$ cat src/rtl/mac_pkg.sv
// Shared constants, state encoding and slot-offset helper for the MAC operand loader.
package mac_pkg;

    localparam int N_W = 16;
    localparam int DW  = 10;
    localparam int CW  = 5;

    typedef enum logic [1:0] {
        LOAD = 2'd0,
        HOLD = 2'd1,
        DROP = 2'd2
    } state_t;

    function automatic int slot_lo(input int k, input int dw);
        return k * dw;
    endfunction

endpackage

$ cat src/rtl/mac_frame_ctrl.sv
// Frame sequencer: beat counter, LOAD/HOLD/DROP state machine, framing-error detection.
// Outputs are registered; s_ready drops for the whole HOLD phase until m_ready completes the handshake.
module mac_frame_ctrl
    import mac_pkg::*;
#(
    parameter int N_W = mac_pkg::N_W,
    parameter int CW  = mac_pkg::CW
) (
    input  logic          clk,
    input  logic          reset_n,
    input  logic          s_valid,
    input  logic          s_last,
    input  logic          m_ready,
    output logic          s_ready,
    output logic          m_valid,
    output logic          frame_err,
    output logic          wr_en,
    output logic          cap_en,
    output logic [CW-1:0] wr_idx
);

    localparam logic [CW-1:0] BIAS_BEAT = CW'(N_W);

    state_t        state, state_nxt;
    logic [CW-1:0] count, count_nxt;
    logic          err_nxt;
    logic          accept;

    assign accept = s_valid & s_ready;
    assign wr_idx = count;

    always_ff @(posedge clk) begin
        if (!reset_n) begin
            state     <= LOAD;
            count     <= '0;
            s_ready   <= 1'b1;
            m_valid   <= 1'b0;
            frame_err <= 1'b0;
        end else begin
            state     <= state_nxt;
            count     <= count_nxt;
            s_ready   <= (state_nxt != HOLD);
            m_valid   <= (state_nxt == HOLD);
            frame_err <= err_nxt;
        end
    end

    always_comb begin
        state_nxt = state;
        count_nxt = count;
        err_nxt   = 1'b0;
        wr_en     = 1'b0;
        cap_en    = 1'b0;
        case (state)
            LOAD: begin
                if (accept) begin
                    if (count < BIAS_BEAT) begin
                        if (!s_last) begin
                            wr_en     = 1'b1;
                            count_nxt = count + 1'b1;
                        end else begin
                            // early last: restart, leave stale slots in place
                            err_nxt   = 1'b1;
                            count_nxt = '0;
                        end
                    end else begin
                        count_nxt = '0;
                        if (s_last) begin
                            cap_en    = 1'b1;
                            state_nxt = HOLD;
                        end else begin
                            err_nxt   = 1'b1;
                            state_nxt = DROP;
                        end
                    end
                end
            end
            DROP: begin
                if (accept && s_last) begin
                    state_nxt = LOAD;
                    count_nxt = '0;
                end
            end
            HOLD: begin
                if (m_valid && m_ready) begin
                    state_nxt = LOAD;
                end
            end
            default: begin
                state_nxt = LOAD;
                count_nxt = '0;
            end
        endcase
    end

endmodule

$ cat src/rtl/mac_frame_loader.sv
// Serial-to-parallel MAC operand loader; packed frame valid one cycle after the bias beat.
// Serial input is stalled (s_ready=0) while a packed frame waits for m_ready.
module mac_frame_loader
    import mac_pkg::*;
#(
    parameter int N_W = mac_pkg::N_W,
    parameter int DW  = mac_pkg::DW,
    parameter int CW  = mac_pkg::CW
) (
    input  logic              clk,
    input  logic              reset_n,
    input  logic              s_valid,
    output logic              s_ready,
    input  logic [DW-1:0]     s_data,
    input  logic              s_last,
    input  logic [N_W-1:0]    s_x,
    output logic              m_valid,
    input  logic              m_ready,
    output logic [N_W*DW-1:0] m_ws,
    output logic [DW-1:0]     m_bias,
    output logic [N_W-1:0]    m_in,
    output logic              frame_err
);

    logic          wr_en;
    logic          cap_en;
    logic [CW-1:0] wr_idx;

    mac_frame_ctrl #(
        .N_W (N_W),
        .CW  (CW)
    ) u_ctrl (
        .clk       (clk),
        .reset_n   (reset_n),
        .s_valid   (s_valid),
        .s_last    (s_last),
        .m_ready   (m_ready),
        .s_ready   (s_ready),
        .m_valid   (m_valid),
        .frame_err (frame_err),
        .wr_en     (wr_en),
        .cap_en    (cap_en),
        .wr_idx    (wr_idx)
    );

    // Slots are overwritten in place; m_ws is only meaningful while m_valid is high.
    always_ff @(posedge clk) begin
        if (!reset_n) begin
            m_ws   <= '0;
            m_bias <= '0;
            m_in   <= '0;
        end else begin
            if (wr_en) begin
                m_ws[slot_lo(int'(wr_idx), DW) +: DW] <= s_data;
            end
            if (cap_en) begin
                m_bias <= s_data;
                m_in   <= s_x;
            end
        end
    end

endmodule

$ cat config.mk
export PLATFORM = sky130hd
export DESIGN_NAME = mac_frame_loader
export DESIGN_NICKNAME = d
export VERILOG_FILES = /design/src/rtl/mac_pkg.sv /design/src/rtl/mac_frame_ctrl.sv /design/src/rtl/mac_frame_loader.sv
export SDC_FILE = /design/constraint.sdc
export NUM_CORES = 1
export LEC_CHECK = 0
export BUFFER_PORTS_ARGS = -buffer_cell sky130_fd_sc_hd__buf_4
export CAP_MARGIN = 20
export CORE_MARGIN = 1.5
export CORE_UTILIZATION = 32
export CTS_CLUSTER_DIAMETER = 30
export CTS_CLUSTER_SIZE = 16
export DETAILED_ROUTE_END_ITERATION = 8
export RECOVER_POWER = 25
export SLEW_MARGIN = 25
export SYNTH_ARGS = -nofsm -noshare
export SYNTH_HDL_FRONTEND = slang
export SYNTH_SLANG_ARGS = --single-unit
$ cat constraint.sdc
create_clock -name clk -period 12.74 [get_ports clk]
set_input_delay 3.822 -clock clk [delete_from_list [all_inputs] [get_ports clk]]
set_output_delay 3.822 -clock clk [all_outputs]
set_load 0.02 [all_outputs]
== Yosys cells after proc, flatten, opt, wreduce, memory -nomap -nowiden ==
Index checks and enable logic that the tools add are counted.
Cells by class
  add/sub/neg operators: 2
  multipliers: 1
  divide/modulo/power cells: 0
  order comparisons: 1
  equality and inequality tests: 6
  shifts and indexed selects: 2
  multiplexer cells: 21
  bitwise gates (word level): 2
  reductions and logical operators: 5
Operators with widths (number)
  bitwise mux 160 bit: 1
  variable shift 10 x 33 -> 160 bit (first input constant): 1
  indexed part select 10 x 33 -> 160 bit: 1
  negator 9 -> 33 bit: 1
  two-way mux 5 bit: 4
  case mux 5 bit (3 select lines): 1
  two-way mux 2 bit: 5
  two-way mux 1 bit: 9
  multiplier 5 x 3 -> 8 bit (second input constant): 1
  != test 2 x 1 -> 1 bit (second input constant): 3
  case mux 2 bit (3 select lines): 1
  AND reduction 3 bit: 2
  adder 5 x 1 -> 5 bit (second input constant): 1
  less-than comparator 5 bit (second input constant): 1
  equality test 2 x 1 -> 1 bit (second input constant): 2
  equality test 2 bit (second input constant): 1
  logical AND 1 bit: 2
  logical NOT 2 bit: 1
  bitwise AND 1 bit: 1
  NOT 1 bit: 1
Storage, ports and cells
  register bits: 196
  bits in latches: 0
  RAM bits: 0
  bits in read-only memories: 0
  input bits: 31
  output and inout bits: 189
  word-level logic and storage cells: 48
  memories: 0

== Longest topological paths before layout ==
Gate-level depths: netlist (run 1).
  word-level depth: 5
  mapped depth: 16
  mapped depth without buffers: 14

== Modules after synthesis ==
From an unflattened synthesis (run 1), not the netlist that was laid out.
Unflattened totals
  cells, all modules: 1127
  area, all modules: 9875.7 sq um
Modules (own cells, without submodules)
  mac_frame_loader: instances 1, cells an instance 1071, area each 9382.7 sq um, sequential area each 3723.6 sq um
  mac_frame_ctrl: instances 1, cells an instance 56, area each 493.0 sq um, sequential area each 200.2 sq um

== Worst setup path before layout (run 1) ==
OpenSTA, ideal clock, no wires.
  path kind: input to register
  start point: input port s_last
  end point: register m_ws[15]
  library setup time: 141 ps
  arrival time: 5562 ps
  data required time: 12599 ps
  slack: 7037 ps
  stages: 10
  buffers on the path: 3
  path through: inv_1 -> ha_1 -> nand2_1 -> or3_1 -> clkbuf_1 -> or3_1 -> buf_2 -> buf_2 -> o311ai_1 -> o41ai_1
On the way
  word-level cells in the longest chain between the ends: 4
Ends and longest elaborated chain
  from (decl): RTL line mac_frame_loader.sv:15  | input logic s_last,
  two-way mux 1 bit: RTL line mac_frame_ctrl.sv:58  | if (!s_last) begin
  two-way mux 1 bit: RTL line mac_frame_ctrl.sv:57  | if (count < BIAS_BEAT) begin
  two-way mux 1 bit: RTL line mac_frame_ctrl.sv:56  | if (accept) begin
  two-way mux 1 bit: RTL line mac_frame_ctrl.sv:54  | case (state)
  to (signal, indexed assignment): RTL line mac_frame_loader.sv:54  | m_ws[slot_lo(int'(wr_idx), DW) +: DW] <= s_data;
  to (decl): RTL line mac_frame_loader.sv:19  | output logic [N_W*DW-1:0] m_ws,
No other way between the ends.
A chain may end at the register's enable or synchronous reset.

==> results of run 1 <==
## layout by cell type (no fill, tap or decap), types with 16 or more instances in the layout
master / n
clkbuf_16: 17
a22oi_1: 16
nor3_1: 38
buf_4: 151
dfxtp_1: 196
a211oi_1: 35
clkbuf_1: 89
nand4_1: 16
nand2_1: 207
mux2i_1: 132
inv_1: 18
a21oi_1: 73
o21ai_0: 36
and3_1: 20
nor4_1: 17
nor2_1: 54
nand3_1: 34
## registers in the layout, summed over array words and instances, names as in the netlist
signal            flops
m_bias               10
m_in                 16
m_ws                160
u_ctrl.frame_err      1
u_ctrl.m_valid        1
u_ctrl.s_ready        1
u_ctrl.state          2
u_ctrl.wr_idx         5
## cell type report
| cell class | count | area share |
|---|---|---|
| Timing Repair Buffer | 240 | 0.120 |
| Clock buffer | 18 | 0.0358 |
| Inverter | 20 | 0.00611 |
| Sequential cell | 196 | 0.320 |
| Clock inverter | 14 | 0.0145 |
| Tap cell | 396 | 0.0404 |
| Multi-Input combinational cell | 886 | 0.464 |
## how the worst max path moves through the flow
| stage | end | slack (ns) | cells past startpoint |
|---|---|---|---|
| after global placement | m_ws[44]$_SDFFE_PN0P_ | 6.16 | 8 |
| final | m_ws[15]$_SDFFE_PN0P_ | 5.30 | 3 |
| after floorplan | m_ws[15]$_SDFFE_PN0P_ | 7.04 | 10 |
| after CTS | m_ws[48]$_SDFFE_PN0P_ | 6.54 | 8 |
| after detailed placement | m_ws[49]$_SDFFE_PN0P_ | 6.06 | 8 |
| after global routing | m_ws[15]$_SDFFE_PN0P_ | 5.14 | 3 |
## power breakdown
part	internal (mW)	total, mW	switching, mW	leakage (nW)
Clock	0.272	0.560	0.288	0.291
Sequential	0.614	0.616	0.00171	1.58
Combinational	0.0631	0.248	0.185	2.78
Total	0.949	1.42	0.475	4.64
## logic make-up after synthesis
kind of cell / count (synthesis) / synth area share
multiplexers: 134 / 0.134
flip-flops: 196 / 0.390
buffers and inverters: 111 / 0.0461
XOR/XNOR: 13 / 0.0127
AND/OR/NAND/NOR: 459 / 0.222
adder cells (fa/ha/maj): 12 / 0.0157
AO/OA/AOI/OAI: 268 / 0.180
## per-layer routing
layer	global-route usage	part of all wire	vias up
met1	0.292	0.43	4772
met3	0.0707	0.10	63
met5	0	0	-
li1	-	-	4658
met2	0.360	0.44	513
met4	0.0760	0.024	0
## critical path, cell delays in order
cell and delay, ns:
clkbuf_1 2.06, o2111ai_1 1.25, o41ai_1 0.61
==> out/qor.txt, run 1 <==
status - finished, violations left
failing checks - design-rule violations, max-capacitance violations, max-slew violations
commonest cells in the netlist - nand2_1 (207), dfxtp_1 (196), mux2i_1 (132)
Post-Syn Instances - 1,193
Reg area - 3920 um2
Synth top area share - 0.390
Tcrit/Tclk final - 0.584
post-CTS setup buffer count - 0
Clock transition at path regs - 0.08 ns
Clock Root Buffer - clkbuf_16
Ys Warns - 0
Top FF cell, synth - dfxtp_1
skew final - 0.0145 ns
CP Data Required Time - 13.07 ns
die area - 32,500 um2
H-tree depth - 4
RD Place Congestion - 0.940
post_cts resized - 0
CTS tree - done
critical path type - in2reg
dpl cells - 1,738
Startpoint Class - primary input
Detailed Routing Iterations Pass 1 - 8
Fmax - 134 MHz
Least-Margin Pin Slew - 2.98 ns
total gr overflow - 0
first-pass GRT wire length - 57,400 um
Tot Pwr - 1.42 mW
critical register-to-register path startpoint - u_ctrl.wr_idx[1]$_SDFFE_PN0P_
Final Hold Fails - 0
Post-Place Setup Slack - 6.06 ns
Die H - 180 um
Core Rows - 64
min Tclk post-route - 7.44 ns
Hold Path Depth - 2
hold_sp - m_bias[5]$_SDFFE_PN0P_
top cells by area, synth - dfxtp_1 (39%), mux2i_1 (13%), nand2_1 (7.7%), a21oi_1 (3.7%), a211oi_1 (2.7%)
crit path DAT - 7.77 ns
final std cells w/o fill - 1,770
top-count cell post-synth - nand2_1
VDD IR max - 90.0 uV
Slew headroom - -0.987
drt drc - 18
maximum buffer depth of the clock tree - 2
post-route setup TNS - 0 ns
HPWL Detailed - 26,800 um
hold slack - 0.454 ns
Hold Path Sink - m_bias[5]$_SDFFE_PN0P_
Worst-Skew Late Latency - 0.45 ns
syn nets - 1,236
RSZ-0062 raised after global routing - false
Setup crit start - reset_n
Area after DPL - 12,000 um2
area of the multi-input gates - 5700 um2
Diodes inserted - 0
#FFs+latches synth - 196
final setup fails - 0
P per Cell Area - 116 nW/um2
IO Count - 220
Sink Count - 196
fraction of registers with async set/reset - 0
Initial Util - 0.327
reg-to-reg endpoint - m_ws[37]$_SDFFE_PN0P_
Die W - 180 um
number of synthesized flops with an enable pin - 0
port buffer count - 219
type of the most critical hold path - reg2reg
Avg WL per Cell - 21.3 um
Detail Route Antenna Nets - 0
Worst R2R Path Depth - 14
syn_area_per_cell - 8.44 um2
Num CTS Buffers - 17
fin area - 12,300 um2
Core Util, Final - 0.399
CP Capture Type - register
area grow syn2layout - 22.0%
most area-hungry cell type in the Yosys netlist - dfxtp_1
total of max-cap violations - 1
synth unique cells - 77
R2R Setup Slk - 7.19 ns
CTS hold repair buffers - 0
vias in the first global route - 9,624
vias per cell - 5.65
layout cells sized above 1 - 0.159
crit-path max FO - 61
core area - 30,700 um2
final slew viol count - 62
Seq/Total Area, Yosys - 0.390
Layout fillers - 3,218
DR iter-0 viols - 972
worst setup margin - 5.30 ns
Mapped Area - 10,100 um2
initial antenna violation count - 1
Nets - 1,404
Vias - 10,000
GRT Util Overall - 0.227
Routed WL - 37,700 um
Leak - 4.64 nW
largest net degree at the start of global routing - 90
Note: power is estimated with default switching activity, not from simulation.
==> inputs of run 2 (changes only) <==
- ABC_AREA: not set -> 1
- clock period: 12.74 -> 6.2 ns (I/O delays scaled with it)
==> run 2 against run 1 <==
Compared with the run above:
- the flow finishes with violations (max-capacitance violations, max-slew violations)
- synthesized cell count up 33%
- clock skew down 0.0036 ns
- count of clock-buffer cells in the layout up 1
- first-iteration DRC count down 16%
- clock power up 100%
- setup slack worse by 4.1 ns
- critical path depth up 16
- final cell count up 23%
- via count up 6.5%
- critical path type is now reg2reg
- critical endpoint is now m_ws[123]$_SDFFE_PN0P_
- highest routed layer unchanged
==> out/qor.txt, run 2 <==
status - finished, violations left
failing checks - max-capacitance violations, max-slew violations
maximum buffer depth of the clock tree - 2 (unchanged)
mux contribution to synthesized area - 0 (-0.134)
type of the most critical hold path - reg2reg
commonest non-fill, non-tap cell in the layout - nand2_1
CTS tree - done
post-route setup TNS - 0 ns (unchanged)
most flop-heavy register - m_ws
Top FF cell, synth - dfxtp_1
GRT Util Overall - 0.209 (-0.0184)
syn_area_per_cell - 6.47 um2 (-23%)
R2R Setup Slk - 1.19 ns (-6.00 ns)
Reg area - 3920 um2 (unchanged)
largest stage delay on the critical path - 0.86 ns (-1.20 ns)
initial antenna violation count - 0 (-1)
first-pass GRT wire length - 54,400 um (-5.4%)
DR iter-0 viols - 819 (-16%)
HPWL Detailed - 25,500 um (-4.8%)
synth unique cells - 43 (-44%)
#FFs+latches synth - 196 (unchanged)
post-synthesis compound-gate area fraction - 0.117 (-0.0633)
Leak - 5.81 nW (+25%)
area of the multi-input gates - 5330 um2 (-6.6%)
xor and xnor area share after synthesis - 0.00354 (-0.00914)
Synth top area share - 0.383 (-0.00662)
vias per cell - 4.89 (-14%)
Die W - 182 um (+0.85%)
Least-Margin Pin Slew - 1.98 ns (-1.00 ns)
Core Rows - 65 (+1.6%)
simple-gate share of the synthesized area - 0.384 (+0.162)
most area-hungry cell type in the Yosys netlist - dfxtp_1
critical path type - reg2reg
Tcrit/Tclk final - 0.808
largest net degree at the start of global routing - 74 (-18%)
post_cts resized - 0 (unchanged)
P per Cell Area - 262 nW/um2 (+130%)
top-count cell post-synth - nand2_1
CTS hold repair buffers - 0 (unchanged)
top cells by area, synth - dfxtp_1 (38%), nand2_1 (14%), nor2_1 (12%), inv_1 (5.9%), nand3_1 (5.5%)
most frequent cells in the layout - nand2_1 (394), nor2_1 (325), dfxtp_1 (196), inv_1 (161), buf_4 (144)
Detailed Routing Iterations Pass 1 - 5 (-3)
Slew headroom - -0.319 (+0.667)
VDD IR max - 196 uV (+120%)
main combinational cell family by area after synthesis - simple AND/OR/NAND/NOR gates
Clock Root Buffer - clkbuf_16
Clock transition at path regs - 0.08 ns (about the same)
Adder-Cell Fraction of Synth Area - 0.0154 (-0.000266)
Largest regs - m_ws x160, m_in x16, m_bias x10
Vias - 10,700 (+6.5%)
Seq/Total Area, Yosys - 0.383 (-0.00662)
die area - 33,100 um2 (+1.7%)
Diodes inserted - 0 (unchanged)
max reg flops - 160 (unchanged)
total of max-cap violations - 1 (unchanged)
CP delay by family, top - simple AND/OR/NAND/NOR gates
CP Capture Type - register
IO Count - 220 (unchanged)
final setup fails - 0 (unchanged)
Ys Warns - 0 (unchanged)
crit path DAT - 5.37 ns (-2.40 ns)
Mapped Area - 10,200 um2 (+1.7%)
CP max-delay cell - nor2_4
layout cells sized above 1 - 0.130 (-0.0294)
H-tree depth - 4 (unchanged)
Num CTS Buffers - 17 (unchanged)
Sink Count - 196 (unchanged)
total gr overflow - 0 (unchanged)
fraction of registers with async set/reset - 0 (unchanged)
worst path cell trace - ha_1, ha_1, inv_1, fa_1, inv_1, nor2_1, nand3_1, nor2_1, nand2_1, inv_1, ha_1, inv_1, nor2_1, clkinv_1, nor2_4, inv_2, nor2_1, o21ai_0, a21oi_1
number of synthesized flops with an enable pin - 0 (unchanged)
CP bufs+invs - 6 (+5)
Post-Syn Instances - 1,582 (+33%)
syn nets - 1,625 (+31%)
Nets - 1,807 (+29%)
skew final - 0.0109 ns (-0.00360 ns)
drt drc - 0 (-18)
port buffer count - 219 (unchanged)
Startpoint Class - register
commonest cells in the netlist - nand2_1 (394), nor2_1 (326), dfxtp_1 (196)
Layout fillers - 3,428 (+6.5%)
area grow syn2layout - 21.1%
RSZ-0062 raised after global routing - false
Detail Route Antenna Nets - 0 (unchanged)
Tot Pwr - 3.24 mW (+130%)
Worst-Skew Late Latency - 0.44 ns (about the same)
crit-path max FO - 32 (-48%)
CP Data Required Time - 6.56 ns (-6.51 ns)
Initial Util - 0.324 (-0.00285)
final slew viol count - 53 (-15%)
core area - 31,600 um2 (+2.6%)
Fmax - 200 MHz
Final Hold Fails - 0 (unchanged)
RD Place Congestion - 0.918 (-2.3%)
Avg WL per Cell - 15.9 um (-26%)
Routed WL - 34,600 um (-8.4%)
post-CTS setup buffer count - 0 (unchanged)
vias in the first global route - 9,875 (+2.6%)
Die H - 182 um (+0.85%)
min Tclk post-route - 5.01 ns
-- run 2: routing by layer --
layer | track usage | vias up | wire length [um]
met1 | 0.281 | 4820 | 15700
met5 | 0 | - | 0
met4 | 0.0740 | 0 | 940
li1 | - | 5391 | -
met2 | 0.331 | 386 | 15500
met3 | 0.0427 | 56 | 2490
-- run 2: cell type report --
type	count	share of cell area
Clock inverter	13	0.0112
Tap cell	402	0.0406
Clock buffer	19	0.0365
Timing Repair Buffer	231	0.114
Multi-Input combinational cell	1147	0.430
Inverter	171	0.0520
Sequential cell	196	0.317
-- run 2: kinds of logic (layout without fill, tap and decap cells) --
| logic type | Yosys count | count (layout) |
|---|---|---|
| DFF | 196 | 196 |
| xor gates and xnor gates | 2 | 2 |
| buffers and inverters | 239 | 434 |
| AOI/OAI and AO/OA | 222 | 222 |
| and+or+nand+nor | 911 | 911 |
| adders and majority gates | 12 | 12 |
-- run 2: final timing paths --
kind,start,to,cells past startpoint
setup / recovery,u_ctrl.wr_idx[0]$_SDFFE_PN0P_,m_ws[123]$_SDFFE_PN0P_,19
hold reg to reg,m_ws[95]$_SDFFE_PN0P_,m_ws[95]$_SDFFE_PN0P_,2
setup reg to reg,u_ctrl.wr_idx[0]$_SDFFE_PN0P_,m_ws[123]$_SDFFE_PN0P_,19
hold / removal,m_ws[95]$_SDFFE_PN0P_,m_ws[95]$_SDFFE_PN0P_,2
-- run 2: worst min-delay path, stage by stage, from the launching register on --
cell and delay, ns:
dfxtp_1 0.32, nand2_1 0.06, a21oi_1 0.05
-- run 2: power breakdown --
part	switching (mW)	leakage, nW	internal (mW)
sequential	0.0156	1.58	1.28
combinational	0.646	3.94	0.174
clock	0.538	0.288	0.591
-- run 2: stage by stage --
step	hold slack, ns	worst slack [ns]	instances	utilization	instance area (um2)
after global placement	0.457	1.60	2147	0.384	12100
after CTS	0.475	1.30	2179	0.403	12700
after global routing	0.502	0.657	2179	0.393	12400
after detailed placement	0.461	1.35	2147	0.384	12100
final	0.470	1.19	2179	0.393	12400
after floorplan	0.492	2.72	1582	-	10200
